$ cat config.mk
export PLATFORM = sky130hd
export DESIGN_NAME = verdict_collector
export DESIGN_NICKNAME = d
export VERILOG_FILES = /design/src/rtl/verdict_pkg.sv /design/src/rtl/verdict_fifo.sv /design/src/rtl/verdict_collector.sv
export SDC_FILE = /design/constraint.sdc
export NUM_CORES = 2
export LEC_CHECK = 0
export ABC_CLOCK_PERIOD_IN_PS = 30800
export CORE_AREA = 2 2 712 537
export CTS_BUF_LIST = sky130_fd_sc_hd__clkbuf_8
export DETAILED_ROUTE_END_ITERATION = 8
export DIE_AREA = 0 0 714 539
export PLACE_DENSITY_LB_ADDON = 0.12
export SLEW_MARGIN = 0
export SYNTH_ARGS = -nofsm -noshare
export SYNTH_HDL_FRONTEND = slang
export SYNTH_SLANG_ARGS = --single-unit
export TNS_END_PERCENT = 50
$ cat constraint.sdc
create_clock -name clk -period 30.8 [get_ports clk]
set_clock_uncertainty 0.05 [all_clocks]
set_input_delay 6.16 -clock clk [delete_from_list [all_inputs] [get_ports clk]]
set_output_delay 6.16 -clock clk [all_outputs]
set_load 0.02 [all_outputs]
$ cat src/rtl/verdict_pkg.sv
// Shared FSM state and width-derivation helpers for the verdict collector.
// The snapshot record depends on instance parameters, so its layout lives with the top.
package verdict_pkg;

    typedef enum logic {
        IDLE = 1'b0,
        EMIT = 1'b1
    } state_e;

    function automatic int idx_w(input int n);
        return (n > 1) ? $clog2(n) : 1;
    endfunction

    function automatic int level_w(input int depth);
        return $clog2(depth) + 1;
    endfunction

endpackage

$ cat src/rtl/verdict_fifo.sv
// Snapshot FIFO: register storage, head always presented, push accepted on full
// when a pop happens on the same edge.
module verdict_fifo
    import verdict_pkg::*;
#(
    parameter int  WIDTH   = 8,
    parameter int  DEPTH   = 16,
    localparam int LEVEL_W = level_w(DEPTH),
    localparam int PTR_W   = $clog2(DEPTH)
) (
    input  logic               clk,
    input  logic               rst,
    input  logic               push_i,
    input  logic [WIDTH-1:0]   din_i,
    input  logic               pop_i,
    output logic [WIDTH-1:0]   head_o,
    output logic               full_o,
    output logic               empty_o,
    output logic [LEVEL_W-1:0] level_o
);
    logic [WIDTH-1:0]   mem_q [DEPTH];
    logic [PTR_W-1:0]   wr_ptr_q, rd_ptr_q;
    logic [LEVEL_W-1:0] count_q;
    logic               wr_en, rd_en;

    assign full_o  = (count_q == LEVEL_W'(DEPTH));
    assign empty_o = (count_q == '0);
    assign level_o = count_q;
    assign head_o  = mem_q[rd_ptr_q];

    // The slot being read is freed on this edge, so a full FIFO can still take a write.
    assign wr_en = push_i && (!full_o || pop_i);
    assign rd_en = pop_i && !empty_o;

    always_ff @(posedge clk) begin
        if (wr_en) begin
            mem_q[wr_ptr_q] <= din_i;
        end
    end

    always_ff @(posedge clk or negedge rst) begin
        if (!rst) begin
            wr_ptr_q <= '0;
            rd_ptr_q <= '0;
            count_q  <= '0;
        end else begin
            if (wr_en) begin
                wr_ptr_q <= wr_ptr_q + PTR_W'(1);
            end
            if (rd_en) begin
                rd_ptr_q <= rd_ptr_q + PTR_W'(1);
            end
            case ({wr_en, rd_en})
                2'b10:   count_q <= count_q + LEVEL_W'(1);
                2'b01:   count_q <= count_q - LEVEL_W'(1);
                default: count_q <= count_q;
            endcase
        end
    end

endmodule

$ cat src/rtl/verdict_collector.sv
// Captures active monitor outputs into a snapshot FIFO and replays them as a
// valid/ready stream, one beat per active output, in capture order.
module verdict_collector
    import verdict_pkg::*;
#(
    parameter int  NUM_OUTPUTS = 2,
    parameter int  DATA_W      = 64,
    parameter int  TS_W        = 32,
    parameter int  DEPTH       = 16,
    localparam int IDX_W       = idx_w(NUM_OUTPUTS),
    localparam int LEVEL_W     = level_w(DEPTH)
) (
    input  logic                          clk,
    input  logic                          rst,
    input  logic                          en,
    input  logic [NUM_OUTPUTS*DATA_W-1:0] out_data,
    input  logic [NUM_OUTPUTS-1:0]        out_aktv,
    output logic                          m_valid,
    input  logic                          m_ready,
    output logic [DATA_W-1:0]             m_data,
    output logic [IDX_W-1:0]              m_idx,
    output logic [TS_W-1:0]               m_ts,
    output logic                          m_last,
    output logic                          overflow,
    output logic [15:0]                   drop_cnt,
    output logic [LEVEL_W-1:0]            level
);
    typedef struct packed {
        logic [TS_W-1:0]                    ts;
        logic [NUM_OUTPUTS-1:0]             aktv;
        logic [NUM_OUTPUTS-1:0][DATA_W-1:0] data;
    } snap_t;

    snap_t                  snap_in, head, snap_q, src_snap;
    logic [NUM_OUTPUTS-1:0] mask_q, rem_mask, src_mask;
    logic [TS_W-1:0]        ts_q;
    state_e                 state_q;
    logic                   push, pop, hs, last_hs, drop;
    logic                   fifo_full, fifo_empty;
    logic                   overflow_q;
    logic [15:0]            drop_cnt_q;
    logic                   m_valid_q, m_last_q;
    logic [DATA_W-1:0]      m_data_q;
    logic [IDX_W-1:0]       m_idx_q, nxt_idx;
    logic [TS_W-1:0]        m_ts_q;
    logic                   nxt_last;

    assign snap_in = {ts_q, out_aktv, out_data};
    assign push    = en & (|out_aktv);
    assign hs      = m_valid_q & m_ready;
    assign last_hs = hs & m_last_q;
    assign pop     = ~fifo_empty & ((state_q == IDLE) | last_hs);
    assign drop    = push & fifo_full & ~pop;

    verdict_fifo #(
        .WIDTH ($bits(snap_t)),
        .DEPTH (DEPTH)
    ) u_fifo (
        .clk     (clk),
        .rst     (rst),
        .push_i  (push),
        .din_i   (snap_in),
        .pop_i   (pop),
        .head_o  (head),
        .full_o  (fifo_full),
        .empty_o (fifo_empty),
        .level_o (level)
    );

    // mask_q holds the bits still owed, including the one on the bus right now.
    always_comb begin
        rem_mask          = mask_q;
        rem_mask[m_idx_q] = 1'b0;
        src_snap          = snap_q;
        src_mask          = mask_q;
        if (last_hs) begin
            src_snap = head;
            src_mask = head.aktv;
        end else if (hs) begin
            src_mask = rem_mask;
        end
        nxt_idx = '0;
        for (int k = NUM_OUTPUTS - 1; k >= 0; k--) begin
            if (src_mask[k]) begin
                nxt_idx = IDX_W'(k);
            end
        end
        nxt_last = ((src_mask & (src_mask - NUM_OUTPUTS'(1))) == '0);
    end

    always_ff @(posedge clk or negedge rst) begin
        if (!rst) begin
            state_q   <= IDLE;
            snap_q    <= '0;
            mask_q    <= '0;
            m_valid_q <= 1'b0;
            m_data_q  <= '0;
            m_idx_q   <= '0;
            m_ts_q    <= '0;
            m_last_q  <= 1'b0;
        end else begin
            case (state_q)
                IDLE: begin
                    if (!fifo_empty) begin
                        snap_q  <= head;
                        mask_q  <= head.aktv;
                        state_q <= EMIT;
                    end
                end
                EMIT: begin
                    // First beat after an IDLE load, or any handshake that leaves work queued.
                    if (!m_valid_q || (hs && !(last_hs && fifo_empty))) begin
                        m_valid_q <= 1'b1;
                        m_data_q  <= src_snap.data[nxt_idx];
                        m_idx_q   <= nxt_idx;
                        m_ts_q    <= src_snap.ts;
                        m_last_q  <= nxt_last;
                        snap_q    <= src_snap;
                        mask_q    <= src_mask;
                    end else if (hs) begin
                        state_q   <= IDLE;
                        m_valid_q <= 1'b0;
                        m_data_q  <= '0;
                        m_idx_q   <= '0;
                        m_ts_q    <= '0;
                        m_last_q  <= 1'b0;
                        mask_q    <= '0;
                    end
                end
                default: state_q <= IDLE;
            endcase
        end
    end

    always_ff @(posedge clk or negedge rst) begin
        if (!rst) begin
            ts_q       <= '0;
            overflow_q <= 1'b0;
            drop_cnt_q <= '0;
        end else begin
            if (en) begin
                ts_q <= ts_q + TS_W'(1);
            end
            if (drop) begin
                overflow_q <= 1'b1;
                if (drop_cnt_q != 16'hFFFF) begin
                    drop_cnt_q <= drop_cnt_q + 16'd1;
                end
            end
        end
    end

    assign m_valid  = m_valid_q;
    assign m_data   = m_data_q;
    assign m_idx    = m_idx_q;
    assign m_ts     = m_ts_q;
    assign m_last   = m_last_q;
    assign overflow = overflow_q;
    assign drop_cnt = drop_cnt_q;

endmodule
Word-level counts from Yosys, hierarchy flattened:

Memory sizes are Yosys's and may differ from the RTL's.
Cells that the tools add are included.

* $lt $le $gt $ge: 3
* multiplexer cells: 31
* shift-type cells: 0
* bitwise operators: 13
* $mul: 0
* reductions and logical operators: 20
* equality and inequality tests: 7
* add/subtract/negate cells: 7
* divide/modulo/power cells: 0

Operator list (count)
* two-way mux 162 bit: 3
* one-hot mux 162 bit (2 select lines): 1
* two-way mux 64 bit: 4
* two-way mux 32 bit: 2
* adder 32 x 1 -> 32 bit, second input constant: 1
* adder 16 x 1 -> 16 bit, second input constant: 1
* inequality test 16 bit, second input constant: 1
* two-way mux 1 bit: 12
* two-way mux 2 bit: 5
* one-hot mux 5 bit (2 select lines): 1
* adder 4 x 1 -> 4 bit, second input constant: 2
* AND reduction 2 bit: 4
* AND 1 bit: 6
* adder 5 x 1 -> 5 bit, second input constant: 1
* equality test 5 bit, second input constant: 1
* logical AND 1 bit: 5
* logical NOT 5 bit: 1
* subtractor 5 x 1 -> 5 bit, second input constant: 1
* AND 2 bit: 2
* logical NOT 1 bit: 4
* < comparator 1 x 2 -> 1 bit, second input constant: 2
* one-hot mux 2 bit (2 select lines): 1
* nonzero test 2 bit: 2
* inequality test 3 x 1 -> 1 bit, second input constant: 1
* 14 further kinds: 17

* RAM bits: 2592
* word-level logic and storage cells: 98
* memories kept: 1
* ROM bits: 0
* register bits: 324
* bits in latches: 0
* bits of input ports: 134
* output and inout port bits: 121

Memories
* u_fifo.mem_q: words 16, width 162, rd ports 1, clocked after Yosys merged registers in 0, wr ports 1, RTL line verdict_fifo.sv:21 `logic [WIDTH-1:0] mem_q [DEPTH];`

Depth between registers and ports, before layout:

* depth in word-level cells: 13
* gate-level depth with buffers: 17

Cells and area by module:

Synthesis repeated with hierarchy kept, for this count alone.

* cell total of the unflattened synthesis: 5944
* area total of the unflattened synthesis: 114368.4 um^2

Modules (own cells, without submodules)
* verdict_fifo: area each 100660.3 um^2, instances 1, seq. area each 78160.0 um^2, cells an instance 4895
* verdict_collector: area each 13708.1 um^2, instances 1, seq. area each 7782.5 um^2, cells an instance 1049

Worst setup path after synthesis:

OpenSTA, ideal clock, no wires.

* kind: input port to flip-flop
* start point: input port m_ready
* end point: memory u_fifo.mem_q[0][0] (netlist name), enable pin
* setup slack: 7.367 ns
* data required time: 29.670 ns
* stages on the path: 6
* arrival: 22.303 ns
* setup time: 1.080 ns
* cell sequence: nand3_1 > nand4_1 > nor2b_1 > clkbuf_1 > inv_1 > nor4_1

* cells in the longest elaborated chain, start to end: 8

RTL lines
* start: declaration: RTL line verdict_collector.sv:19 `input logic m_ready,`
* AND 1 bit: RTL line verdict_collector.sv:50 `assign hs = m_valid_q & m_ready;`
* AND 1 bit: RTL line verdict_collector.sv:51 `assign last_hs = hs & m_last_q;`
* OR 1 bit: RTL line verdict_collector.sv:52 `assign pop = ~fifo_empty & ((state_q == IDLE) | last_hs);`
* AND 1 bit: RTL line verdict_collector.sv:52
* logical OR 1 bit: RTL line verdict_fifo.sv:32 `assign wr_en = push_i && (!full_o || pop_i);`
* logical AND 1 bit: RTL line verdict_fifo.sv:32
* two-way mux 1 bit: RTL line verdict_fifo.sv:36 `if (wr_en) begin`
* two-way mux 1 bit (not written as such): RTL line verdict_fifo.sv:37 `mem_q[wr_ptr_q] <= din_i;`
* end: declaration: RTL line verdict_fifo.sv:21

No other way between the ends.

Final worst setup path:

* start point: input port m_ready
* end point: memory u_fifo.mem_q[8][117] (netlist name), enable pin

The elaborated chain is that of the path after synthesis.

==> flow_summary.json <==
{
  "status": "completed",
  "cts.clk_slew.worst_paths_ps": 60,
  "setup_viol": 0,
  "worstHoldPathCells": 2,
  "critPathTopFamily": "simple AND/OR/NAND/NOR gates",
  "cts_buffers": 472,
  "insertion_delay_ps": 1170,
  "yosysUniqueCellTypes": 58,
  "relSlewSlack": 0.131,
  "cp_max_fo": 45,
  "critical_path_class": "input port to register",
  "worst_pin_slew_ps": 1300,
  "row_count": 196,
  "hold_path_end": "snap_q[150]",
  "synth_most_common_cell": "edfxtp_1",
  "avgSynthCellArea_um2": 21.0,
  "period_share": 0.353,
  "r2r-start": "m_valid",
  "met3_usage": 0.0293,
  "wire_per_inst_um": 29.7,
  "synth-async-reset-ratio": 0.111,
  "drc_errors": 0,
  "slowest_delay_ps": 820,
  "synth_commonest_cells": "edfxtp_1 (2592), mux4_2 (709), nand2_1 (471)",
  "die_h_um": 539,
  "r2r_slack_ps": 24780,
  "r2r_cells": 8,
  "synth.net_count": 5512,
  "synth_top_area_cell": "edfxtp_1",
  "htree_num_levels": 5,
  "drive_above_1_share": 0.249,
  "cts_hold_buf": 0,
  "drtAntennaViolNets": 0,
  "fin_crit_ps": 10870,
  "fill_cells": 35549,
  "rsz0062_at_grt": "false",
  "ir_drop_uv": 77.0,
  "worstHoldStart": "snap_q[150]",
  "synth_area_leaders": "edfxtp_1 (69%), mux4_2 (14%), dfrtp_1 (7.2%)",
  "synthToLayoutAreaGrowth_pct": 15.3,
  "hold_viol": 0,
  "max_freq_mhz": 92.0,
  "dieArea_mm2": 0.385,
  "ios": 255,
  "grtUsageTotal": 0.172,
  "port_buffers": 254,
  "vias": 55861,
  "start_util": 0.298,
  "grt_max_degree": 117,
  "cts_tree": "built",
  "cts_resized": 0,
  "seq_area_mm2": 0.0860,
  "core_mm2": 0.378,
  "grt_overflow": 0,
  "synth_warnings": 0,
  "stdcell_count": 11344,
  "power.density_mw_per_mm2": 92.5,
  "slowest_stage": "buf_4",
  "syn_area_mm2": 0.113,
  "die_x_um": 714,
  "met2_usage": 0.270,
  "start_kind": "input port",
  "tns_ps": 0,
  "cts_max_path_buffers": 4,
  "cp_num_buf_inv": 4,
  "drv_cap": 0,
  "nNetsFinal": 6045,
  "yosysSeqAreaShare": 0.761,
  "wl_mm": 337,
  "antenna_found_initial": 52,
  "synth_ff_type": "edfxtp_1",
  "first_iter_violations": 4451,
  "hpwl_mm": 188,
  "crit_top_cell": "buf_4",
  "leakage_nw": 42.7,
  "pre_cts_slack_ps": 18650,
  "place_inst": 10476,
  "hold_path.class": "register to register",
  "first_global_vias": 58350,
  "required_ps": 31480,
  "grt_pass1_wl_mm": 474,
  "synth_edf_count": 2592,
  "routed_via_density": 4.92,
  "gp_congestion": 0.727,
  "slew_violations": 0,
  "cts_setup_buffers": 0,
  "arrival_ps": 11550,
  "syn_inst": 5368,
  "synth.top_cell.area_share": 0.690,
  "crit_chain": "clkdlybuf4s50_1 > nand3_4 > nand4_1 > nor2b_1 > inv_1 > nor3b_1 > and2_4 > buf_4 > buf_4",
  "grt-busiest-layer": "met2",
  "cts-root-buf": "clkbuf_8",
  "multi_input_area_mm2": 0.0254,
  "fin_ws_ps": 19930,
  "r2r-end": "u_fifo.mem_q[8][117]",
  "firstDrtPassIters": 7,
  "cts_sinks": 2916,
  "met1_usage": 0.250,
  "end_kind": "register",
  "ys_ff_latch": 2916
}
[how the worst max path moves through the flow]
stage          depth (start not counted)                    to     from  slack, ps
2_1_floorplan                          6    u_fifo.mem_q[0][0]  m_ready       7370
3_3_place_gp                           9   u_fifo.mem_q[8][17]  m_ready      18710
3_5_place_dp                           9   u_fifo.mem_q[8][19]  m_ready      18650
4_1_cts                                9   u_fifo.mem_q[8][27]  m_ready      19940
5_1_grt                                9   u_fifo.mem_q[8][20]  m_ready      19740
6_report                               9  u_fifo.mem_q[8][117]  m_ready      19930
[kinds of logic after synthesis]
kind of cell / count (synthesis) / share of synthesized area
flip-flops: 2916 / 0.761
AO/OA/AOI/OAI: 444 / 0.0283
AND/OR/NAND/NOR: 599 / 0.0215
buffers and inverters: 344 / 0.0149
multiplexers: 997 / 0.168
adder cells (fa/ha/maj): 10 / 0.00111
XOR/XNOR: 58 / 0.00450
[state kept, by name, summed over array words and instances, names as in the netlist]
name	flops
m_data	64
m_idx	1
overflow	1
u_fifo.level_o	5
m_ts	32
u_fifo.mem_q	2592
u_fifo.rd_ptr_q	4
ts_q	32
m_last	1
mask_q	2
snap_q	160
drop_cnt	16
state_q	1
m_valid	1
u_fifo.wr_ptr_q	4
[power by group]
part	leakage [nW]	internal, mW	total [mW]	switching (mW)
Combinational	10.0	1.51	3.83	2.32
Clock	5.08	1.54	3.14	1.60
Sequential	27.5	4.77	5.06	0.288
[placed cells by master (no fill, tap or decap), drive strengths merged, types with 120 or more instances in the layout]
master	n
edfxtp	2592
mux4	709
clkbuf	493
nand2	471
dfrtp	324
clkdlybuf4s50	253
inv	225
mux2i	183
clkinv	156
o21ai	130
buf	120
[routing by layer]
layer,up-vias,routed length (um)
met5,-,145
met2,1414,156000
met1,30622,158000
li1,23288,-
met3,513,15200
met4,24,7740
[area by class of cell]
cell class	instances	share of cell area
tap	5049	0.0486
multi-input combinational	2108	0.196
sequential	2916	0.661
clock buffer	493	0.0521
clock inverter	367	0.0144
inverter	30	0.000962
timing repair buffer	373	0.0276
antenna	8	0.000154
[worst min-delay path, cell delays in order, from the launching register on]
cell	delay (ps)
dfrtp_1	340
nand2_1	50
nand2_1	60
[through the flow]
step / hold slack, ps / power [mW] / cell area, um^2 / utilization
2_1_floorplan: 388 / 7.52 / 113000 / -
3_3_place_gp: 407 / 9.09 / 121000 / 0.321
3_5_place_dp: 411 / 9.10 / 121000 / 0.321
4_1_cts: 425 / 12.3 / 130000 / 0.344
5_1_grt: 448 / 12.7 / 130000 / 0.344
6_report: 423 / 12.0 / 130000 / 0.344
(Power assumes the default switching activity.)
